==> src/rtl/sync_fifo.sv <==
// -----------------------------------------------------------------------------
// sync_fifo
//
// Single-clock first-word-fall-through FIFO with clock enable and an occupancy
// count. The head word is always presented on rd_data straight from storage;
// a read request pops it on the clock edge.
//
// Writes while full and reads while empty are silently dropped and never
// disturb pointers, count or stored data. Fullness and emptiness are judged on
// the state before the edge. A write is therefore refused when the FIFO is full,
// even if a read in the same cycle would free a slot. A read is refused when the
// FIFO is empty, even if a write arrives in the same cycle.
//
// Parameters
//   SIZE        capacity in words (>= 2, need not be a power of two)
//   DATA_WIDTH  word width in bits
//
// Ports
//   clk      in   rising-edge clock
//   rst      in   synchronous active-high reset, takes priority over ce
//   ce       in   clock enable; 0 holds every piece of state
//   wr_en    in   write request
//   wr_data  in   word to write
//   rd_en    in   read (pop) request
//   rd_data  out  head word; shows stale storage while empty
//   empty    out  count == 0
//   full     out  count == SIZE
//   count    out  number of stored words
//
// Optional build macro
//   SYNC_FIFO_CHECKS_EN  compiles in simulation-only overflow, underflow and
//                        count-range checks. The datapath is identical with or
//                        without the macro.
// -----------------------------------------------------------------------------
module sync_fifo #(
    parameter int SIZE       = 8,
    parameter int DATA_WIDTH = 4,
    localparam int CW        = $clog2(SIZE + 1),
    localparam int PW        = (SIZE > 1) ? $clog2(SIZE) : 1
) (
    input  logic                  clk,
    input  logic                  rst,
    input  logic                  ce,
    input  logic                  wr_en,
    input  logic [DATA_WIDTH-1:0] wr_data,
    input  logic                  rd_en,
    output logic [DATA_WIDTH-1:0] rd_data,
    output logic                  empty,
    output logic                  full,
    output logic [CW-1:0]         count
);

    // ------------------------------------------------------------------
    // Storage and state
    // ------------------------------------------------------------------
    logic [DATA_WIDTH-1:0] r_mem [SIZE];
    logic [PW-1:0]         r_wr_ptr;
    logic [PW-1:0]         r_rd_ptr;
    logic [CW-1:0]         r_count;

    logic                  w_full;
    logic                  w_empty;
    logic                  w_wr_acc;
    logic                  w_rd_acc;
    logic [PW-1:0]         w_wr_ptr_nxt;
    logic [PW-1:0]         w_rd_ptr_nxt;

    // Flags come from the count register only, so they are purely registered
    // and cannot depend on this cycle's requests.
    assign w_full  = (r_count == CW'(SIZE));
    assign w_empty = (r_count == '0);

    assign w_wr_acc = ce && wr_en && !w_full;
    assign w_rd_acc = ce && rd_en && !w_empty;

    // Explicit wrap at SIZE-1 so that capacities that are not powers of two
    // work.
    assign w_wr_ptr_nxt = (r_wr_ptr == PW'(SIZE - 1)) ? '0 : r_wr_ptr + PW'(1);
    assign w_rd_ptr_nxt = (r_rd_ptr == PW'(SIZE - 1)) ? '0 : r_rd_ptr + PW'(1);

    // ------------------------------------------------------------------
    // Pointer and count registers
    // ------------------------------------------------------------------
    always_ff @(posedge clk) begin
        if (rst) begin
            r_wr_ptr <= '0;
            r_rd_ptr <= '0;
            r_count  <= '0;
        end else begin
            if (w_wr_acc)
                r_wr_ptr <= w_wr_ptr_nxt;
            if (w_rd_acc)
                r_rd_ptr <= w_rd_ptr_nxt;
            case ({w_wr_acc, w_rd_acc})
                2'b10:   r_count <= r_count + CW'(1);
                2'b01:   r_count <= r_count - CW'(1);
                default: r_count <= r_count;
            endcase
        end
    end

    // ------------------------------------------------------------------
    // Memory: contents are not reset. A write coinciding with reset is
    // blocked, so no word is written on the edge that empties the queue.
    // ------------------------------------------------------------------
    always_ff @(posedge clk) begin
        if (!rst && w_wr_acc)
            r_mem[r_wr_ptr] <= wr_data;
    end

    // ------------------------------------------------------------------
    // Outputs
    // ------------------------------------------------------------------
    assign rd_data = r_mem[r_rd_ptr];
    assign empty   = w_empty;
    assign full    = w_full;
    assign count   = r_count;

`ifdef SYNC_FIFO_CHECKS_EN
    // Simulation-only protocol checks.
    always_ff @(posedge clk) begin
        if (!rst && ce) begin
            if (wr_en && w_full)
                $error("sync_fifo: overflow, write dropped while full");
            if (rd_en && w_empty)
                $error("sync_fifo: underflow, read dropped while empty");
        end
        if (r_count > CW'(SIZE))
            $error("sync_fifo: count %0d exceeds SIZE %0d", r_count, SIZE);
    end
`else
    // Checks are not compiled. Dropped operations stay silent.
`endif

endmodule

==> config.mk <==
export PLATFORM = sky130hd
export DESIGN_NAME = sync_fifo
export DESIGN_NICKNAME = d
export VERILOG_FILES = /design/src/rtl/sync_fifo.sv
export SDC_FILE = /design/constraint.sdc
export NUM_CORES = 1
export LEC_CHECK = 0
export BUFFER_PORTS_ARGS = -buffer_cell sky130_fd_sc_hd__buf_2
export CORE_MARGIN = 5
export CORE_UTILIZATION = 52
export DETAILED_ROUTE_END_ITERATION = 6
export HOLD_SLACK_MARGIN = 0.05
export PLACE_DENSITY = 0.82
export SYNTH_ARGS = -nofsm -noshare
export SYNTH_HDL_FRONTEND = slang
export SYNTH_SLANG_ARGS = --single-unit
==> constraint.sdc <==
create_clock -name clk -period 2.1 [get_ports clk]
set_input_delay 0 -clock clk [delete_from_list [all_inputs] [get_ports clk]]
set_output_delay 0 -clock clk [all_outputs]
set_load 0.01 [all_outputs]
==> flow_metrics.env, run 1 <==
export IMPL_ys_types=29
export IMPL_overflow=0
export IMPL_status="finished with violations"
export IMPL_syn2layout_area_growth_pct=25.1
export IMPL_p_leak_nw=0.863
export IMPL_portBuffers=18
export IMPL_worst_skew_pair_late_latency_ns=0.30
export IMPL_synth_warnings=0
export IMPL_final_area_um2=2380
export IMPL_cap_violations=0
export IMPL_final_max_slew_violation_count=0
export IMPL_comb_power_share_pct=15.0
export IMPL_relSlewSlack_pct=70.0
export IMPL_grt_pass1_vias=1294
export IMPL_wl_per_cell_um=17.7
export IMPL_rrSetupSlack_ns=-0.008
export IMPL_place_inst=199
export IMPL_startpoint_type="flip-flop"
export IMPL_arrival_ns=2.29
export IMPL_rsz0062_at_grt="true"
export IMPL_internal_power_mw=1.48
export IMPL_syn_inst=128
export IMPL_p_sw_share_pct=22.8
export IMPL_grt_max_degree=16
export IMPL_h_tree_depth=2
export IMPL_core_um2=3610
export IMPL_die_y_um=70.5
export IMPL_required_ns=2.28
export IMPL_dp_hpwl_um=2600
export IMPL_boundaryPins=19
export IMPL_holdWs_ns=0.178
export IMPL_tritoncts="yes"
export IMPL_n_antenna_cell=0
export IMPL_ant_nets=0
export IMPL_via_count=1198
export IMPL_antenna_found_initial=0
export IMPL_worst_slew_pin_slew_ns=0.448
export IMPL_cts_reportedPaths_clkPinSlew_ns=0.07
export IMPL_period_minus_slack_ns=2.11
export IMPL_layout_common_cells="edfxtp_1, buf_2, nor2_1"
export IMPL_worst_setup_path_type="reg -> reg"
export IMPL_pre_cts_ws_ns=-0.0168
export IMPL_synth_nets=144
export IMPL_nets=182
export IMPL_dieArea_um2=4970
export IMPL_hold_viol=0
export IMPL_drt_pre_antenna_iters=4
export IMPL_drc=0
export IMPL_initial_utilization_pct=52.7
export IMPL_period_share_pct=100
export IMPL_clockRootBuffer="clkbuf_8"
export IMPL_rows=22
export IMPL_hold_class="in -> reg"
export IMPL_grt_pass1_wl_um=5950
export IMPL_path_max_fanout=8
export IMPL_r2r_cells=7
export IMPL_powerDensity_nw_per_um2=805
export IMPL_avgSynthCellArea_um2=14.9
export IMPL_final_common_cell="edfxtp_1"
export IMPL_seq_area_frac_synth_pct=64.2
export IMPL_clockBufferDepth=2
export IMPL_numCtsBuffers=5
export IMPL_grt_util_all_layers_pct=16.1
export IMPL_p_switching_uw=436
export IMPL_instances_no_fill=215
export IMPL_clkPwrFrac_pct=32.5
export IMPL_synth_area_um2=1900
export IMPL_violations="setup timing"
export IMPL_dieWidth_um=70.5
export IMPL_gp_congestion=0.754
export IMPL_cts_sinks=45
export IMPL_drive_above_1_share_pct=39.5
export IMPL_fmax_mhz=474
export IMPL_seqPwrFrac_pct=52.5
export IMPL_final_util_pct=66.0
export IMPL_whs_path_depth=4
export IMPL_endpoint_kind="flip-flop"
export IMPL_vdd_drop_max_mv=0.505
export IMPL_drt_iter0_drc=94
export IMPL_tns_ns=-0.00768
export IMPL_wl_um=3800
export IMPL_power_mw=1.91
export IMPL_layout_setup_ws_ns=-0.00768
export IMPL_via_per_inst=5.57
export IMPL_postPlaceCellArea_um2=2120
export IMPL_finClkSkew_ns=0.00941
export IMPL_setup_viol=1
export IMPL_synth_seq_cells=45
-- cell type report --
cell class | count | area [um2]
tap | 48 | 60.1
clock buffer | 6 | 72.6
clock inverter | 2 | 35.0
sequential | 45 | 1230
timing repair buffer | 35 | 238
multi-input combinational | 78 | 741
inverter | 1 | 3.75
fill | 257 | 1230
-- cells by family (layout without fill, tap and decap cells) --
kind of cell / Yosys count / count (layout) / synth area share, %
DFF: 45 / 45 / 64.2
xor gates and xnor gates: 3 / 3 / 1.38
AOI/OAI and AO/OA: 12 / 12 / 3.55
adders and majority gates: 7 / 7 / 4.61
muxes: 16 / 16 / 14.0
buffers and inverters: 5 / 44 / 1.12
and+or+nand+nor: 40 / 40 / 11.1
-- critical path: stages (launching register included) --
cell and delay, ns:
dfxtp_4 0.39, nor4_4 0.33, nor2_4 0.10, ha_4 0.20
nor4bb_2 0.33, a21oi_1 0.14, a21oi_1 0.17, mux2_1 0.33
-- Yosys cell counts --
cell type / count / share of area [%]
edfxtp_1: 32 / 51
nor4_1: 1 / 0.33
nor4b_1: 1 / 0.46
a21oi_1: 8 / 2.1
inv_2: 1 / 0.20
nand2b_1: 1 / 0.33
mux2i_1: 3 / 1.6
mux2_1: 1 / 0.59
nor2b_1: 1 / 0.33
buf_2: 2 / 0.53
nor3b_1: 1 / 0.39
nor4bb_1: 1 / 0.53
nor2_1: 13 / 2.6
and2_1: 1 / 0.33
mux2_2: 4 / 2.4
o21ai_0: 2 / 0.53
nand2_1: 9 / 1.8
or3_1: 2 / 0.66
and3_1: 2 / 0.66
nor4_2: 1 / 0.66
clkbuf_1: 2 / 0.39
nor3_1: 2 / 0.53
mux4_2: 8 / 9.5
ha_1: 7 / 4.6
a21oi_2: 1 / 0.46
nand3b_1: 4 / 1.6
dfxtp_1: 13 / 14
xor2_1: 3 / 1.4
a211o_1: 1 / 0.46
-- registers in the layout, indices dropped and copies added, names as in the netlist, named ones only --
name and flops:
count 4, r_mem 32, r_rd_ptr 3, r_wr_ptr 3
-- routing by layer --
layer | wire length (um) | global-route usage (%) | vias to the layer above
met5 | 0 | 0 | -
met4 | 77 | 6.17 | 0
met1 | 1500 | 17.3 | 597
met2 | 2030 | 28.7 | 32
li1 | - | - | 561
met3 | 187 | 5.61 | 8
-- power by group through the flow --
stage / clock network, mW / logic [mW] / registers, mW
6_report: 0.622 / 0.288 / 1.00
5_1_grt: 0.689 / 0.312 / 1.01
4_1_cts: 0.641 / 0.264 / 1.00
3_5_place_dp: 0 / 0.228 / 1.02
3_3_place_gp: 0 / 0.216 / 1.02
2_1_floorplan: 0 / 0.152 / 1.02
-- final timing paths --
kind	from	end
setup / recovery	count[2]$_SDFFE_PP0P_	count[3]$_SDFFE_PP0P_
hold / removal	rd_en	r_rd_ptr[1]$_SDFFE_PP0N_
setup reg to reg	count[2]$_SDFFE_PP0P_	count[3]$_SDFFE_PP0P_
hold reg to reg	r_rd_ptr[1]$_SDFFE_PP0N_	r_rd_ptr[1]$_SDFFE_PP0N_
-- timing repair --
| item | in CTS | in global routing |
|---|---|---|
| setup buffers | 3 | 0 |
| hold buffers | 5 | 0 |
| endpoints found under the setup margin | 1 | 2 |
| pin swaps | 5 | 4 |
| resized for setup | 6 | 9 |
| hold endpoints to repair | 36 | 0 |
(Power assumes the default switching activity.)
==> run 2: changes to the inputs <==
--- a/config.mk
+++ b/config.mk
@@ -11,6 +11,7 @@
 export DETAILED_ROUTE_END_ITERATION = 6
 export HOLD_SLACK_MARGIN = 0.05
 export PLACE_DENSITY = 0.82
+export REMOVE_ABC_BUFFERS = 1
 export SYNTH_ARGS = -nofsm -noshare
 export SYNTH_HDL_FRONTEND = slang
 export SYNTH_SLANG_ARGS = --single-unit
==> flow_metrics.env, run 2 (same netlist as run 1, synthesis figures left out) <==
export IMPL_via_count=1256
export IMPL_period_minus_slack_ns=2.17
export IMPL_startpoint_type="flip-flop"
export IMPL_overflow=0
export IMPL_die_y_um=70.5
export IMPL_wl_met2_um=2430
export IMPL_drive_above_1_share_pct=40.8
export IMPL_clockBufferDepth=2
export IMPL_r2r_cells=7
export IMPL_cts_sinks=45
export IMPL_vdd_drop_max_mv=0.641
export IMPL_comb_power_share_pct=20.3
export IMPL_hold_viol=0
export IMPL_grt_pass1_wl_um=6520
export IMPL_portBuffers=18
export IMPL_drt_iter0_drc=130
export IMPL_cap_violations=0
export IMPL_worst_slew_pin_slew_ns=0.524
export IMPL_hold_class="in -> reg"
export IMPL_worst_skew_pair_late_latency_ns=0.30
export IMPL_layout_setup_ws_ns=-0.0708
export IMPL_wl_um=4480
export IMPL_required_ns=2.29
export IMPL_gp_congestion=0.846
export IMPL_finClkSkew_ns=0.00709
export IMPL_reg2reg_from="count[1]$_SDFFE_PP0P_"
export IMPL_dieWidth_um=70.5
export IMPL_violations="setup timing"
export IMPL_grt_max_degree=16
export IMPL_rrSetupSlack_ns=-0.07
export IMPL_drt_pre_antenna_iters=4
export IMPL_p_leak_nw=0.891
export IMPL_worst_setup_path_type="reg -> reg"
export IMPL_initial_utilization_pct=52.7
export IMPL_cts_reportedPaths_clkPinSlew_ns=0.08
export IMPL_antenna_found_initial=0
export IMPL_n_fill_cell=253
export IMPL_grt_pass1_vias=1309
export IMPL_crit_path_end="count[3]$_SDFFE_PP0P_"
export IMPL_clockRootBuffer="clkbuf_8"
export IMPL_status="finished with violations"
export IMPL_power_mw=2.07
export IMPL_powerDensity_nw_per_um2=853
export IMPL_routed_top_layer="met4"
export IMPL_n_antenna_cell=0
export IMPL_path_max_fanout=5
export IMPL_internal_power_mw=1.56
export IMPL_p_switching_uw=508
export IMPL_dp_hpwl_um=2620
export IMPL_hp_start="wr_en"
export IMPL_syn2layout_area_growth_pct=27.7
export IMPL_grt_util_all_layers_pct=18.4
export IMPL_largest_register_ffs=32
export IMPL_holdWs_ns=0.208
export IMPL_rows=22
export IMPL_layout_common_cells="edfxtp_1, buf_2, buf_4"
export IMPL_rsz0062_at_grt="true"
export IMPL_h_tree_depth=2
export IMPL_drt_met1_wl_um=1580
export IMPL_seqPwrFrac_pct=48.9
export IMPL_worstReg2RegEnd="count[3]$_SDFFE_PP0P_"
export IMPL_boundaryPins=19
export IMPL_ant_nets=0
export IMPL_max_flop_register="r_mem"
export IMPL_core_um2=3610
export IMPL_relSlewSlack_pct=65.0
export IMPL_wl_met3_um=260
export IMPL_numCtsBuffers=5
export IMPL_nets=189
export IMPL_clkPwrFrac_pct=30.8
export IMPL_p_sw_share_pct=24.5
export IMPL_tritoncts="yes"
export IMPL_final_max_slew_violation_count=0
export IMPL_final_common_cell="edfxtp_1"
export IMPL_final_area_um2=2430
export IMPL_fmax_mhz=461
export IMPL_period_share_pct=103
export IMPL_endpoint_kind="flip-flop"
export IMPL_setup_viol=2
export IMPL_dieArea_um2=4970
export IMPL_arrival_ns=2.36
export IMPL_cp_startpoint="count[1]$_SDFFE_PP0P_"
export IMPL_via_per_inst=5.66
export IMPL_drc=0
export IMPL_wl_per_cell_um=20.2
export IMPL_postPlaceCellArea_um2=2110
==> run 2: cell count changes in the layout (fill, tap and decap cells not counted), sizes merged <==
cell,delta
buf,+7
==> run 2: power by group through the flow <==
stage               clock (mW)  combinational (mW)  sequential, mW
global placement             0               0.216            1.02
finish                   0.638               0.421            1.01
floorplan                    0               0.122            1.02
detailed placement           0               0.230            1.02
CTS                      0.640               0.322            1.00
global route             0.682               0.437            1.02
==> run 2: area by class of cell <==
cell class | count | area, um2 | area share [%]
clock buffer | 6 | 72.6 | 2.99
clock inverter | 2 | 33.8 | 1.39
inverter | 1 | 3.75 | 0.155
multi-input combinational | 78 | 729 | 30.0
sequential | 45 | 1230 | 50.6
tap | 48 | 60.1 | 2.47
timing repair buffer | 42 | 300 | 12.4
==> run 2: worst max-delay path, cell delays in order (launching register included) <==
cell      delay, ns
dfxtp_4        0.38
nor4_4         0.37
nor2_4         0.11
ha_4           0.20
nand3b_1       0.19
a211o_1        0.29
a21oi_2        0.20
mux2_4         0.32
==> run 2: per-stage QoR <==
step | TNS [ns] | setup slack, ns | cells | utilization (%)
2_1_floorplan | -0.449 | -0.251 | 124 | -
3_3_place_gp | 0 | 0.0644 | 200 | 58.5
3_5_place_dp | -0.187 | -0.0942 | 200 | 58.5
4_1_cts | 0 | 0.0138 | 220 | 65.1
5_1_grt | -0.256 | -0.120 | 222 | 67.3
6_report | -0.130 | -0.0708 | 222 | 67.3
==> run 2: repair_timing <==
action | in CTS | in global routing
setup buffers | 7 | 2
resized for setup | 8 | 15
endpoints found under the setup margin | 2 | 2
pin swaps | 1 | 7
hold buffers | 5 | 0
hold endpoints to repair | 37 | 0
==> run 2: metal layers <==
layer  vias up  global-route usage, %
met1       605                   18.2
li1        572                      -
met4         0                   10.6
met5         -                      0
met3        17                   5.76
met2        62                   33.2
==> run 2: worst min-delay path by stage <==
stage                               end  slack, ns  depth (start not counted)
2_1_floorplan     count[2]$_SDFFE_PP0P_       0.07                          1
3_3_place_gp      r_mem[7][1]$_DFFE_PP_       0.26                          1
3_5_place_dp      r_mem[2][0]$_DFFE_PP_       0.28                          1
4_1_cts        r_rd_ptr[1]$_SDFFE_PP0N_       0.13                          4
5_1_grt        r_wr_ptr[2]$_SDFFE_PP0P_       0.21                          6
6_report       r_wr_ptr[2]$_SDFFE_PP0P_       0.21                          6
==> run 3: changes to the inputs <==
--- a/config.mk
+++ b/config.mk
@@ -7,10 +7,11 @@
 export LEC_CHECK = 0
 export BUFFER_PORTS_ARGS = -buffer_cell sky130_fd_sc_hd__buf_2
 export CORE_MARGIN = 5
-export CORE_UTILIZATION = 52
+export CORE_UTILIZATION = 35
 export DETAILED_ROUTE_END_ITERATION = 6
 export HOLD_SLACK_MARGIN = 0.05
-export PLACE_DENSITY = 0.82
+export PLACE_DENSITY = 0.62
+export RECOVER_POWER = 100
 export REMOVE_ABC_BUFFERS = 1
 export SYNTH_ARGS = -nofsm -noshare
 export SYNTH_HDL_FRONTEND = slang
==> constraint.sdc (replaced) <==
create_clock -name clk -period 1.8 [get_ports clk]
set_input_delay 0 -clock clk [delete_from_list [all_inputs] [get_ports clk]]
set_output_delay 0 -clock clk [all_outputs]
set_load 0.01 [all_outputs]
==> flow_metrics.env, run 3 (same netlist as run 1, synthesis figures left out) <==
export IMPL_wl_per_cell_um=14.8
export IMPL_cts_reportedPaths_clkPinSlew_ns=0.09
export IMPL_hold_end="r_rd_ptr[1]$_SDFFE_PP0N_"
export IMPL_final_max_slew_violation_count=0
export IMPL_vdd_drop_max_mv=0.379
export IMPL_grt_max_degree=16
export IMPL_drt_pre_antenna_iters=6
export IMPL_layout_setup_ws_ns=-0.246
export IMPL_hp_start="rd_en"
export IMPL_instances_no_fill=251
export IMPL_endpoint_kind="flip-flop"
export IMPL_h_tree_depth=2
export IMPL_worst_setup_path_type="reg -> reg"
export IMPL_final_common_cell="edfxtp_1"
export IMPL_dp_hpwl_um=2610
export IMPL_rsz0062_at_grt="true"
export IMPL_relSlewSlack_pct=73.0
export IMPL_initial_utilization_pct=36.5
export IMPL_grt_pass1_wl_um=6410
export IMPL_final_area_um2=2480
export IMPL_die_y_um=83.7
export IMPL_finClkSkew_ns=0.00420
export IMPL_fmax_mhz=489
export IMPL_place_inst=229
export IMPL_postPlaceCellArea_um2=2190
export IMPL_clockBufferDepth=2
export IMPL_max_flop_register="r_mem"
export IMPL_setup_viol=2
export IMPL_via_per_inst=4.90
export IMPL_required_ns=2.03
export IMPL_antenna_found_initial=0
export IMPL_rrSetupSlack_ns=-0.25
export IMPL_grt_pass1_vias=1365
export IMPL_startpoint_type="flip-flop"
export IMPL_worst_slew_pin_slew_ns=0.404
export IMPL_hold_viol=0
export IMPL_arrival_ns=2.28
export IMPL_numCtsBuffers=5
export IMPL_tritoncts="yes"
export IMPL_reg2reg_from="count[2]$_SDFFE_PP0P_"
export IMPL_hold_class="in -> reg"
export IMPL_dieArea_um2=7010
export IMPL_nets=196
export IMPL_cap_violations=0
export IMPL_p_leak_nw=0.886
export IMPL_powerDensity_nw_per_um2=892
export IMPL_clockRootBuffer="clkbuf_8"
export IMPL_syn2layout_area_growth_pct=30.3
export IMPL_rows=26
export IMPL_ant_nets=0
export IMPL_grt_util_all_layers_pct=11.6
export IMPL_period_minus_slack_ns=2.05
export IMPL_r2r_cells=9
export IMPL_wl_um=3720
export IMPL_gp_congestion=0.881
export IMPL_worstReg2RegEnd="count[2]$_SDFFE_PP0P_"
export IMPL_violations="setup timing"
export IMPL_portBuffers=18
export IMPL_via_count=1231
export IMPL_cts_sinks=45
export IMPL_period_share_pct=114
export IMPL_layout_common_cells="edfxtp_1, buf_4, buf_2"
export IMPL_dieWidth_um=83.7
export IMPL_holdWs_ns=0.200
export IMPL_whs_path_depth=4
export IMPL_power_mw=2.21
export IMPL_tns_ns=-0.479
export IMPL_status="finished with violations"
export IMPL_worst_skew_pair_late_latency_ns=0.30
export IMPL_drive_above_1_share_pct=40.3
export IMPL_n_antenna_cell=0
export IMPL_n_fill_cell=494
export IMPL_overflow=0
export IMPL_core_um2=5200
export IMPL_largest_register_ffs=32
export IMPL_boundaryPins=19
export IMPL_drc=0
export IMPL_path_max_fanout=4
export IMPL_drt_iter0_drc=72
[run 3: cell types whose count changed in the layout (fill, tap and decap cells not counted), sizes merged]
cell / previous run / this run
bufinv: 1 / 0
inv: 1 / 2
clkbuf: 6 / 16
buf: 37 / 33
clkinvlp: 0 / 1
[run 3: worst max path at each step]
stage / from / end / cells past startpoint
after floorplan: count[1]$_SDFFE_PP0P_ / count[2]$_SDFFE_PP0P_ / 9
after global placement: count[0]$_SDFFE_PP0P_ / count[2]$_SDFFE_PP0P_ / 10
after detailed placement: count[2]$_SDFFE_PP0P_ / count[2]$_SDFFE_PP0P_ / 9
after CTS: count[1]$_SDFFE_PP0P_ / count[2]$_SDFFE_PP0P_ / 9
after global routing: count[2]$_SDFFE_PP0P_ / count[3]$_SDFFE_PP0P_ / 7
final: count[2]$_SDFFE_PP0P_ / count[2]$_SDFFE_PP0P_ / 9
[run 3: per-layer routing]
metal,vias up,routed length [um],GRT usage (%)
li1,591,-,-
met1,594,1530,13.6
met2,37,1910,19.7
met3,9,173,2.76
met4,0,112,5.70
met5,-,0,0
[run 3: report_power, final]
part           internal [mW]  switching, mW  total [mW]
sequential              1.13         0.0340        1.17
clock                  0.275          0.349       0.624
combinational          0.241          0.179       0.420
[run 3: cell type report]
class	instances	area, um2	share of cell area (%)
multi-input combinational	78	749	30.3
sequential	45	1230	49.7
clock buffer	5	68.8	2.78
inverter	1	3.75	0.152
clock inverter	3	21.3	0.859
timing repair buffer	49	315	12.7
tap	70	87.6	3.54
[run 3: what timing repair did]
| action | 4_1_cts | 5_1_grt |
|---|---|---|
| pin swaps | 7 | 2 |
| gates resized for setup | 15 | 10 |
| buffers inserted | 9 | 2 |
| hold buffers | 5 | 0 |
| hold endpoints to repair | 33 | 0 |
| cloned | 0 | 0 |
| setup endpoints to repair | 3 | 14 |
[run 3: critical path, stage by stage, from the launching register on]
cell and delay (ns):
dfxtp_4 0.38, nor4_4 0.37, nor2_4 0.08, ha_4 0.19
xor2_2 0.16, ha_4 0.16, a21oi_2 0.12, xor2_1 0.09
or3_1 0.32, a21oi_2 0.12
[run 3: stage by stage]
stage | util [%] | setup WS (ns)
floorplan | - | -0.551
global placement | 42.1 | -0.247
detailed placement | 42.1 | -0.350
CTS | 47.2 | -0.199
global route | 47.6 | -0.338
finish | 47.6 | -0.246
